==> config.mk <==
export PLATFORM = sky130hd
export DESIGN_NAME = vote_entry
export DESIGN_NICKNAME = d
export VERILOG_FILES = /design/src/rtl/urna_pkg.sv /design/src/rtl/key_debounce.sv /design/src/rtl/vote_entry.sv
export SDC_FILE = /design/constraint.sdc
export NUM_CORES = 1
export LEC_CHECK = 0
export CAP_MARGIN = 5
export CORE_MARGIN = 4
export CORE_UTILIZATION = 60
export CTS_CLUSTER_SIZE = 20
export DETAILED_ROUTE_END_ITERATION = 12
export PLACE_DENSITY = 0.81
export SETUP_SLACK_MARGIN = 0.5
export SLEW_MARGIN = 40
export SYNTH_ARGS = -nofsm -noshare
export SYNTH_HDL_FRONTEND = slang
export SYNTH_SLANG_ARGS = --single-unit
export TNS_END_PERCENT = 10
==> constraint.sdc <==
create_clock -name clock -period 3.4 [get_ports clock]
set_clock_uncertainty 0.15 [all_clocks]
set_input_delay 0.51 -clock clock [delete_from_list [all_inputs] [get_ports clock]]
set_output_delay 0.51 -clock clock [all_outputs]
set_load 0.02 [all_outputs]
==> src/rtl/urna_pkg.sv <==
// Shared types and constants for the vote entry block: FSM states, candidate
// codes, candidate BCD values and the seven-segment digit table.
package urna_pkg;

   typedef enum logic [1:0] {ST_IDLE, ST_ENTRY, ST_OFFER, ST_RELEASE} vote_state_e;

   localparam logic [2:0] CAND_12   = 3'd0;
   localparam logic [2:0] CAND_13   = 3'd1;
   localparam logic [2:0] CAND_17   = 3'd2;
   localparam logic [2:0] CAND_51   = 3'd3;
   localparam logic [2:0] CAND_NULL = 3'd4;

   localparam logic [7:0] BCD_12 = 8'h12;
   localparam logic [7:0] BCD_13 = 8'h13;
   localparam logic [7:0] BCD_17 = 8'h17;
   localparam logic [7:0] BCD_51 = 8'h51;

   // Active-low segments, bit order g..a, entry N drives digit N.
   localparam logic [9:0][6:0] SEG_TABLE = {
      7'b0010000, 7'b0000000, 7'b1111000, 7'b0000010, 7'b0010010,
      7'b0011001, 7'b0110000, 7'b0100100, 7'b1111001, 7'b1000000
   };
   localparam logic [6:0] SEG_OFF = 7'b1111111;

   function automatic logic [6:0] seg7(input logic [3:0] bcd);
      return (bcd <= 4'd9) ? SEG_TABLE[bcd] : SEG_OFF;
   endfunction

   function automatic logic [2:0] cand_of(input logic [3:0] tens, input logic [3:0] units);
      case ({tens, units})
         BCD_12:  return CAND_12;
         BCD_13:  return CAND_13;
         BCD_17:  return CAND_17;
         BCD_51:  return CAND_51;
         default: return CAND_NULL;
      endcase
   endfunction

   function automatic logic [3:0] bcd_inc(input logic [3:0] d);
      return (d >= 4'd9) ? 4'd0 : d + 4'd1;
   endfunction

endpackage

==> src/rtl/key_debounce.sv <==
// Push-button conditioner: two-flop synchronizer, stable-count debouncer and a
// one-cycle press pulse on the debounced high-to-low edge.
module key_debounce #(
   parameter int unsigned DEBOUNCE_CYCLES = 1000000
) (
   input  logic clock,
   input  logic reset,
   input  logic key,
   output logic level,
   output logic press
);

   localparam int unsigned CW = (DEBOUNCE_CYCLES > 1) ? $clog2(DEBOUNCE_CYCLES) : 1;
   localparam logic [CW-1:0] LAST = CW'(DEBOUNCE_CYCLES - 1);

   logic [1:0]    sync;
   logic [CW-1:0] cnt;

   always_ff @(posedge clock or negedge reset) begin
      if (!reset) begin
         sync  <= 2'b11;
         level <= 1'b1;
         cnt   <= '0;
         press <= 1'b0;
      end else begin
         sync  <= {sync[0], key};
         press <= 1'b0;
         // Any sample matching the accepted level restarts the stability run.
         if (sync[1] == level) begin
            cnt <= '0;
         end else if (cnt == LAST) begin
            level <= sync[1];
            cnt   <= '0;
            press <= ~sync[1];
         end else begin
            cnt <= cnt + 1'b1;
         end
      end
   end

endmodule

==> src/rtl/vote_entry.sv <==
// Two-digit candidate entry with confirm/offer handshake to a downstream tally.
// Optional inactivity auto-clear of ENTRY is enabled by VOTE_ENTRY_TIMEOUT_EN.
module vote_entry
   import urna_pkg::*;
#(
   parameter int unsigned DEBOUNCE_CYCLES = 1000000,
   parameter int unsigned TIMEOUT_CYCLES  = 500000000
) (
   input  logic       clock,
   input  logic       reset,
   input  logic       key0,
   input  logic       key1,
   input  logic       key2,
   input  logic       chave,
   input  logic       vote_ready,
   output logic       vote_valid,
   output logic [2:0] cand_id,
   output logic [3:0] bcd1,
   output logic [3:0] bcd2,
   output logic [6:0] hex1,
   output logic [6:0] hex2,
   output logic       busy
);

   localparam int NUM_KEYS = 3;

   logic [NUM_KEYS-1:0] raw;
   logic [NUM_KEYS-1:0] lvl;
   logic [NUM_KEYS-1:0] press;
   logic                unused_lvl;
   vote_state_e         state;

   assign raw        = {key2, key1, key0};
   assign unused_lvl = ^lvl[NUM_KEYS-1:1];

   for (genvar gi = 0; gi < NUM_KEYS; gi++) begin : g_key
      key_debounce #(.DEBOUNCE_CYCLES(DEBOUNCE_CYCLES)) u_key (
         .clock (clock),
         .reset (reset),
         .key   (raw[gi]),
         .level (lvl[gi]),
         .press (press[gi])
      );
   end

`ifdef VOTE_ENTRY_TIMEOUT_EN
   localparam int unsigned TW = (TIMEOUT_CYCLES > 1) ? $clog2(TIMEOUT_CYCLES) : 1;
   localparam logic [TW-1:0] TMR_LAST = TW'(TIMEOUT_CYCLES - 1);
   logic [TW-1:0] tmr;
`endif

   always_ff @(posedge clock or negedge reset) begin
      if (!reset) begin
         state      <= ST_IDLE;
         bcd1       <= 4'd0;
         bcd2       <= 4'd0;
         cand_id    <= CAND_NULL;
         vote_valid <= 1'b0;
         busy       <= 1'b0;
`ifdef VOTE_ENTRY_TIMEOUT_EN
         tmr        <= '0;
`endif
      end else begin
         case (state)
            ST_IDLE, ST_ENTRY: begin
`ifdef VOTE_ENTRY_TIMEOUT_EN
               if (|press) begin
                  tmr <= '0;
               end else if (state == ST_ENTRY) begin
                  if (tmr == TMR_LAST) begin
                     bcd1  <= 4'd0;
                     bcd2  <= 4'd0;
                     state <= ST_IDLE;
                     tmr   <= '0;
                  end else begin
                     tmr <= tmr + 1'b1;
                  end
               end
`endif
               // A live confirm swallows any digit press of the same cycle.
               if (!chave && state == ST_ENTRY && press[0]) begin
                  cand_id    <= cand_of(bcd1, bcd2);
                  vote_valid <= 1'b1;
                  busy       <= 1'b1;
                  state      <= ST_OFFER;
               end else if (!chave && (press[1] || press[2])) begin
                  if (press[1]) bcd1 <= bcd_inc(bcd1);
                  if (press[2]) bcd2 <= bcd_inc(bcd2);
                  state <= ST_ENTRY;
               end
            end
            ST_OFFER: begin
               if (vote_ready) begin
                  vote_valid <= 1'b0;
                  bcd1       <= 4'd0;
                  bcd2       <= 4'd0;
                  if (lvl[0]) begin
                     busy  <= 1'b0;
                     state <= ST_IDLE;
                  end else begin
                     state <= ST_RELEASE;
                  end
               end
            end
            ST_RELEASE: begin
               if (lvl[0]) begin
                  busy  <= 1'b0;
                  state <= ST_IDLE;
               end
            end
            default: state <= ST_IDLE;
         endcase
      end
   end

   assign hex1 = seg7(bcd1);
   assign hex2 = seg7(bcd2);

endmodule

# --- Word level (Yosys, flattened, before mapping) ---
# Memories as Yosys holds them, arrays and structs flattened.
# Index checks and enable logic that the tools add are counted.
classes:
  add_sub_neg: 5
  order_cmp: 6
  eq_ne: 21
  muxes: 40
  bitwise_logic: 6
  n_reduce_logical: 17
ops:
  columns: ["operator", "count"]
  rows:
  - ["two-way mux 20 bit", 6]
  - ["adder 20 x 1 -> 20 bit, second input constant", 3]
  - ["== test 20 bit, second input constant", 3]
  - ["two-way mux 4 bit", 9]
  - ["two-way mux 7 bit", 4]
  - ["== test 8 x 5 -> 1 bit, second input constant", 3]
  - ["one-hot mux 4 bit (2 select lines)", 2]
  - ["one-hot mux 3 bit (4 select lines)", 1]
  - ["< comparator 4 x 5 -> 1 bit, second input constant", 2]
  - ["two-way mux 1 bit", 10]
  - ["two-way mux 2 bit", 5]
  - ["AND reduction 2 bit", 5]
  - ["AND reduction 5 bit", 2]
  - ["adder 4 x 1 -> 4 bit, second input constant", 2]
  - ["== test 8 x 7 -> 1 bit, second input constant", 1]
  - [">= comparator 4 bit, second input constant", 2]
  - ["less-or-equal comparator 4 bit, second input constant", 2]
  - ["!= test 2 bit, second input constant", 4]
  - ["!= test 2 x 1 -> 1 bit, second input constant", 3]
  - ["NOT 1 bit", 6]
  - ["one-hot mux 2 bit (3 select lines)", 1]
  - ["AND reduction 3 bit", 2]
  - ["== test 2 bit, second input constant", 2]
  - ["== test 1 bit", 3]
  - ["other kinds (10)", 12]
totals:
  regBits: 87
  romBits: 224
  input_bits: 7
  out_inout_bits: 27
  elab_cells: 115
  n_memories: 2
mem_list:
  columns: ["memory", "depth", "width", "rd", "rd_clocked_by_memory_dff", "write_ports", "line_no", "text"]
  rows:
  - ["(no name shown)", 16, 7, 1, 0, 0, "urna_pkg.sv:26", "return (bcd <= 4'd9) ? SEG_TABLE[bcd] : SEG_OFF;"]
  - ["(no name shown)", 16, 7, 1, 0, 0, "urna_pkg.sv:26", null]

# --- Logic depth before layout (Yosys ltp) ---
# Gate-level depths: netlist of run 1.
logic_depth:
  word_depth: 6
  depth_mapped: 7
  depth_no_buf: 6

# --- By module ---
# From an unflattened synthesis of run 1, not the netlist that was laid out.
hier_totals:
  hier_cells: 479
  hier_area_um2: 4564.4
by_module_without_submodules:
  columns: ["module", "instances", "cells_each", "area_per_inst_um2", "seq_area_each_um2"]
  rows:
  - ["key_debounce (g_key[0].u_key ...)", 2, 116, 1139.8, 604.3]
  - ["vote_entry", 1, 137, 1143.6, 376.6]
  - ["key_debounce (g_key[1].u_key)", 1, 110, 1141.1, 604.3]

# --- Worst setup path after synthesis of run 1 ---
# OpenSTA, ideal clock, no wires.
synth_path:
  path_type: "reg-to-output"
  from: "reg bcd2[1]"
  to: "out hex2[4]"
  arrival_time_ns: 1.647
  required_ns: 2.740
  slack_ns: 1.093
  stages_incl_launch_ff: 6
  n_path_buf: 0
  cell_sequence: "dfrtp_1 -> inv_1 -> ha_1 -> nor3_1 -> nor2_1 -> a32oi_1"
synth_between:
  elab_chain_len: 3
  word_cells_on_any_way: 4
  cone_classes: "order compare (1); mux (2); memory (1)"
synth_lines:
  columns: ["element", "line_no", "text"]
  rows:
  - ["start: declaration", "vote_entry.sv:19", "output logic [3:0] bcd2,"]
  - ["start signal: assignment", "vote_entry.sv:88", "if (press[2]) bcd2 <= bcd_inc(bcd2);"]
  - ["memory read (16 x 7 bit)", null, null]
  - ["two-way mux 7 bit (not written as such)", "urna_pkg.sv:26", null]
  - ["two-way mux 7 bit *", "urna_pkg.sv:26", null]
  - ["end: declaration", "vote_entry.sv:21", "output logic [6:0] hex2,"]
# Mark *: on every way between the ends. The rest lies on a longest branch, timed or not. The select of a mux whose other input is x is not followed.

# --- Final worst setup path of run 1 ---
layout_path:
  from: "reg bcd2[1]"
  to: "out hex2[1]"
# The elaborated chain is that of the path after synthesis.

==> impl_metrics.env, run 1 <==
export IMPL_status="finished, final reports clean"
export IMPL_design_area_um2=5250
export IMPL_critPathSlowestCell="clkdlybuf4s50_1"
export IMPL_worstPathCellList="inv_1 > ha_1 > nor3_2 > nor2_1 > a21oi_1 > clkdlybuf4s50_1"
export IMPL_cts_resized=3
export IMPL_relSlewSlack=0.494
export IMPL_setup_viol=0
export IMPL_pre_cts_ws_ns=0.694
export IMPL_irDropWorstVdd_uv=338
export IMPL_root_buffer="clkbuf_8"
export IMPL_yosys_cell_count_top_type="dfrtp_1"
export IMPL_core_area_um2=7370
export IMPL_ios=34
export IMPL_cp_max_fo=7
export IMPL_cts_buffers=9
export IMPL_drive_above_1_share=0.0934
export IMPL_vias=3619
export IMPL_routed_wl_um=9140
export IMPL_ys_warn_count=0
export IMPL_first_iter_violations=121
export IMPL_instances_no_fill=613
export IMPL_fp_dieH_um=95.8
export IMPL_grt_pass1_wl_um=15900
export IMPL_htree_levels=3
export IMPL_synth_area_um2=4620
export IMPL_synth_top_cell_area_share=0.417
export IMPL_antenna_cells=0
export IMPL_place_congestion=0.886
export IMPL_crit_path_max_incr_delay_ns=0.62
export IMPL_die_width_um=95.8
export IMPL_antenna_left=0
export IMPL_synth_edf_count=0
export IMPL_slew_violations=0
export IMPL_synthTopCellsByCount="dfrtp_1, nor2_1, nand2_1"
export IMPL_synth_area_leaders="dfrtp_1, dfstp_2, nor2_1"
export IMPL_yosysSeqAreaShare=0.474
export IMPL_max_freq_mhz=333
export IMPL_grt_max_degree=59
export IMPL_syn2layout_area_growth_pct=13.5
export IMPL_num_nets_final=530
export IMPL_rsz0062_at_grt="yes"
export IMPL_start_util=0.627
export IMPL_hpwl_um=6380
export IMPL_critPathTopFamily="buffers and inverters"
export IMPL_dieArea_um2=9170
export IMPL_insertion_delay_ns=0.36
export IMPL_maxCapViolCount=0
export IMPL_cts_setup_buffers=0
export IMPL_worst_ep_required_time_ns=2.74
export IMPL_row_count=31
export IMPL_timing_final_crit_period_ns=3.00
export IMPL_grt_overflow_total=0
export IMPL_min_period_over_period=0.882
export IMPL_ys_types=50
export IMPL_drc=0
export IMPL_timing_final_ws_setup_ns=0.401
export IMPL_p_per_area_nw_per_um2=362
export IMPL_drt_pass1_iterations=4
export IMPL_placedInstanceArea_um2=5020
export IMPL_tightestPinTransition_ns=0.759
export IMPL_cts_tree="built"
export IMPL_clkTransAtPathRegs_ns=0.10
export IMPL_cp_end_kind="output port"
export IMPL_worst_path_buf_inv=2
export IMPL_netlist_instances=483
export IMPL_min_path_type="in2async"
export IMPL_startpoint="bcd2[1]"
export IMPL_ys_seq_elements=87
export IMPL_r2r_start="g_key[2].u_key.cnt[0]"
export IMPL_postCtsHoldBufs=0
export IMPL_setup_tns_ns=0
export IMPL_crit_type="reg2out"
export IMPL_async_reset_ff_frac=1.00
export IMPL_grtUsageTotal=0.218
export IMPL_synth_area_per_cell_um2=9.57
export IMPL_yosysTopAreaCell="dfrtp_1"
export IMPL_ys_flop_type="dfrtp_1"
export IMPL_cts_buffer_depth=2
export IMPL_antenna_found_initial=0
export IMPL_vias_per_cell=5.90
export IMPL_fillCellCount=555
export IMPL_hold_viol=0
export IMPL_crit_arrival_ns=2.34
export IMPL_routedWlPerCell_um=14.9
export IMPL_p_leak_uw=0.00217
export IMPL_grt_pass1_vias=3473
export IMPL_dp_cells=598
export IMPL_port_buffers=33
export IMPL_synthesis_nets=503
export IMPL_clkSinkCount=87
export IMPL_startpoint_type="register"
## sequential cells by signal, summed over array words and instances (netlist names)
name / cells
g_key.u_key.cnt: 60
vote_valid: 1
bcd2: 4
bcd1: 4
g_key.u_key.sync: 6
g_key.u_key.level: 3
state: 2
g_key.u_key.press: 3
cand_id: 3
busy: 1
## worst register-to-register path, delay by kind of cell (launching register included)
kind	cells	cell delay (ns)
AOI/OAI and AO/OA	1	0.74
and+or+nand+nor	3	0.71
DFF	1	0.41
adders and majority gates	1	0.22
## cell type report
cell class	count	area (um^2)	area share
clock buffer	9	124	0.0236
clock inverter	6	85.1	0.0162
inverter	18	67.6	0.0129
multi-input combinational	357	2300	0.438
sequential	87	2190	0.417
tap	99	124	0.0236
timing repair buffer	37	359	0.0684
## kinds of logic (layout without fill, tap and decap cells)
group / after synthesis / after routing / synth area share
simple gates: 222 / 222 / 0.262
mux: 5 / 5 / 0.0122
xor+xnor: 41 / 41 / 0.0777
compound gates: 76 / 76 / 0.104
buf+inv: 39 / 70 / 0.0352
fa+ha+maj: 13 / 13 / 0.0352
flops: 87 / 87 / 0.474
## cell usage in the layout (no fill, tap or decap), drive strengths merged, types with 3 or more instances in the layout
cell type,count
nand4,22
buf,5
dfrtp,77
or3,9
nand3,23
nor2b,7
clkbuf,9
mux2,5
nor2,63
xor2,20
nor3b,3
and4,7
nand2,32
nor3,9
and3,10
inv,19
o31ai,9
clkdlybuf4s50,30
dfstp,10
nor4b,6
a211oi,3
o21ai,22
a21oi,26
a22o,4
or4,9
a22oi,3
nor4,9
ha,13
xnor2,21
and2,3
## final timing paths
check                      slack (ns)                endpoint  depth (start not counted)
min in group clock               0.21  g_key[1].u_key.sync[1]                          0
min reg2reg                      0.21  g_key[1].u_key.sync[1]                          0
max reg2reg                      1.03   g_key[2].u_key.cnt[3]                          5
max                              0.40                 hex2[1]                          6
max in group asynchronous        2.31    g_key[2].u_key.level                          2
min                              0.03              cand_id[1]                          1
## power by group
group	internal (uW)	switching, uW	leakage [uW]
Combinational	21.0	41.8	0.000922
Clock	409	368	0.000103
Sequential	1050	11.4	0.00115
## metal layers
layer	wire [um]	up-vias	global-route usage
li1	-	1784	-
met1	4210	1750	0.298
met2	4450	71	0.356
met3	332	14	0.0297
met4	146	0	0.0841
met5	0	-	0
## per-stage QoR
step | util | hold WS (ns) | total power (uW)
global placement | 0.681 | 0.195 | 1140
global route | 0.712 | 0.102 | 1960
floorplan | - | 0.0644 | 1110
CTS | 0.710 | 0.0722 | 1920
detailed placement | 0.681 | 0.197 | 1150
finish | 0.712 | 0.0343 | 1900
Note: power is estimated with default switching activity, not from simulation.
==> run 2, diff against run 1 <==
- CAP_MARGIN: 5 -> 20
- CTS_CLUSTER_DIAMETER: unset -> 30
==> results of run 2 <==
The final DEF is identical to that of run 1; final timing and power are the same.
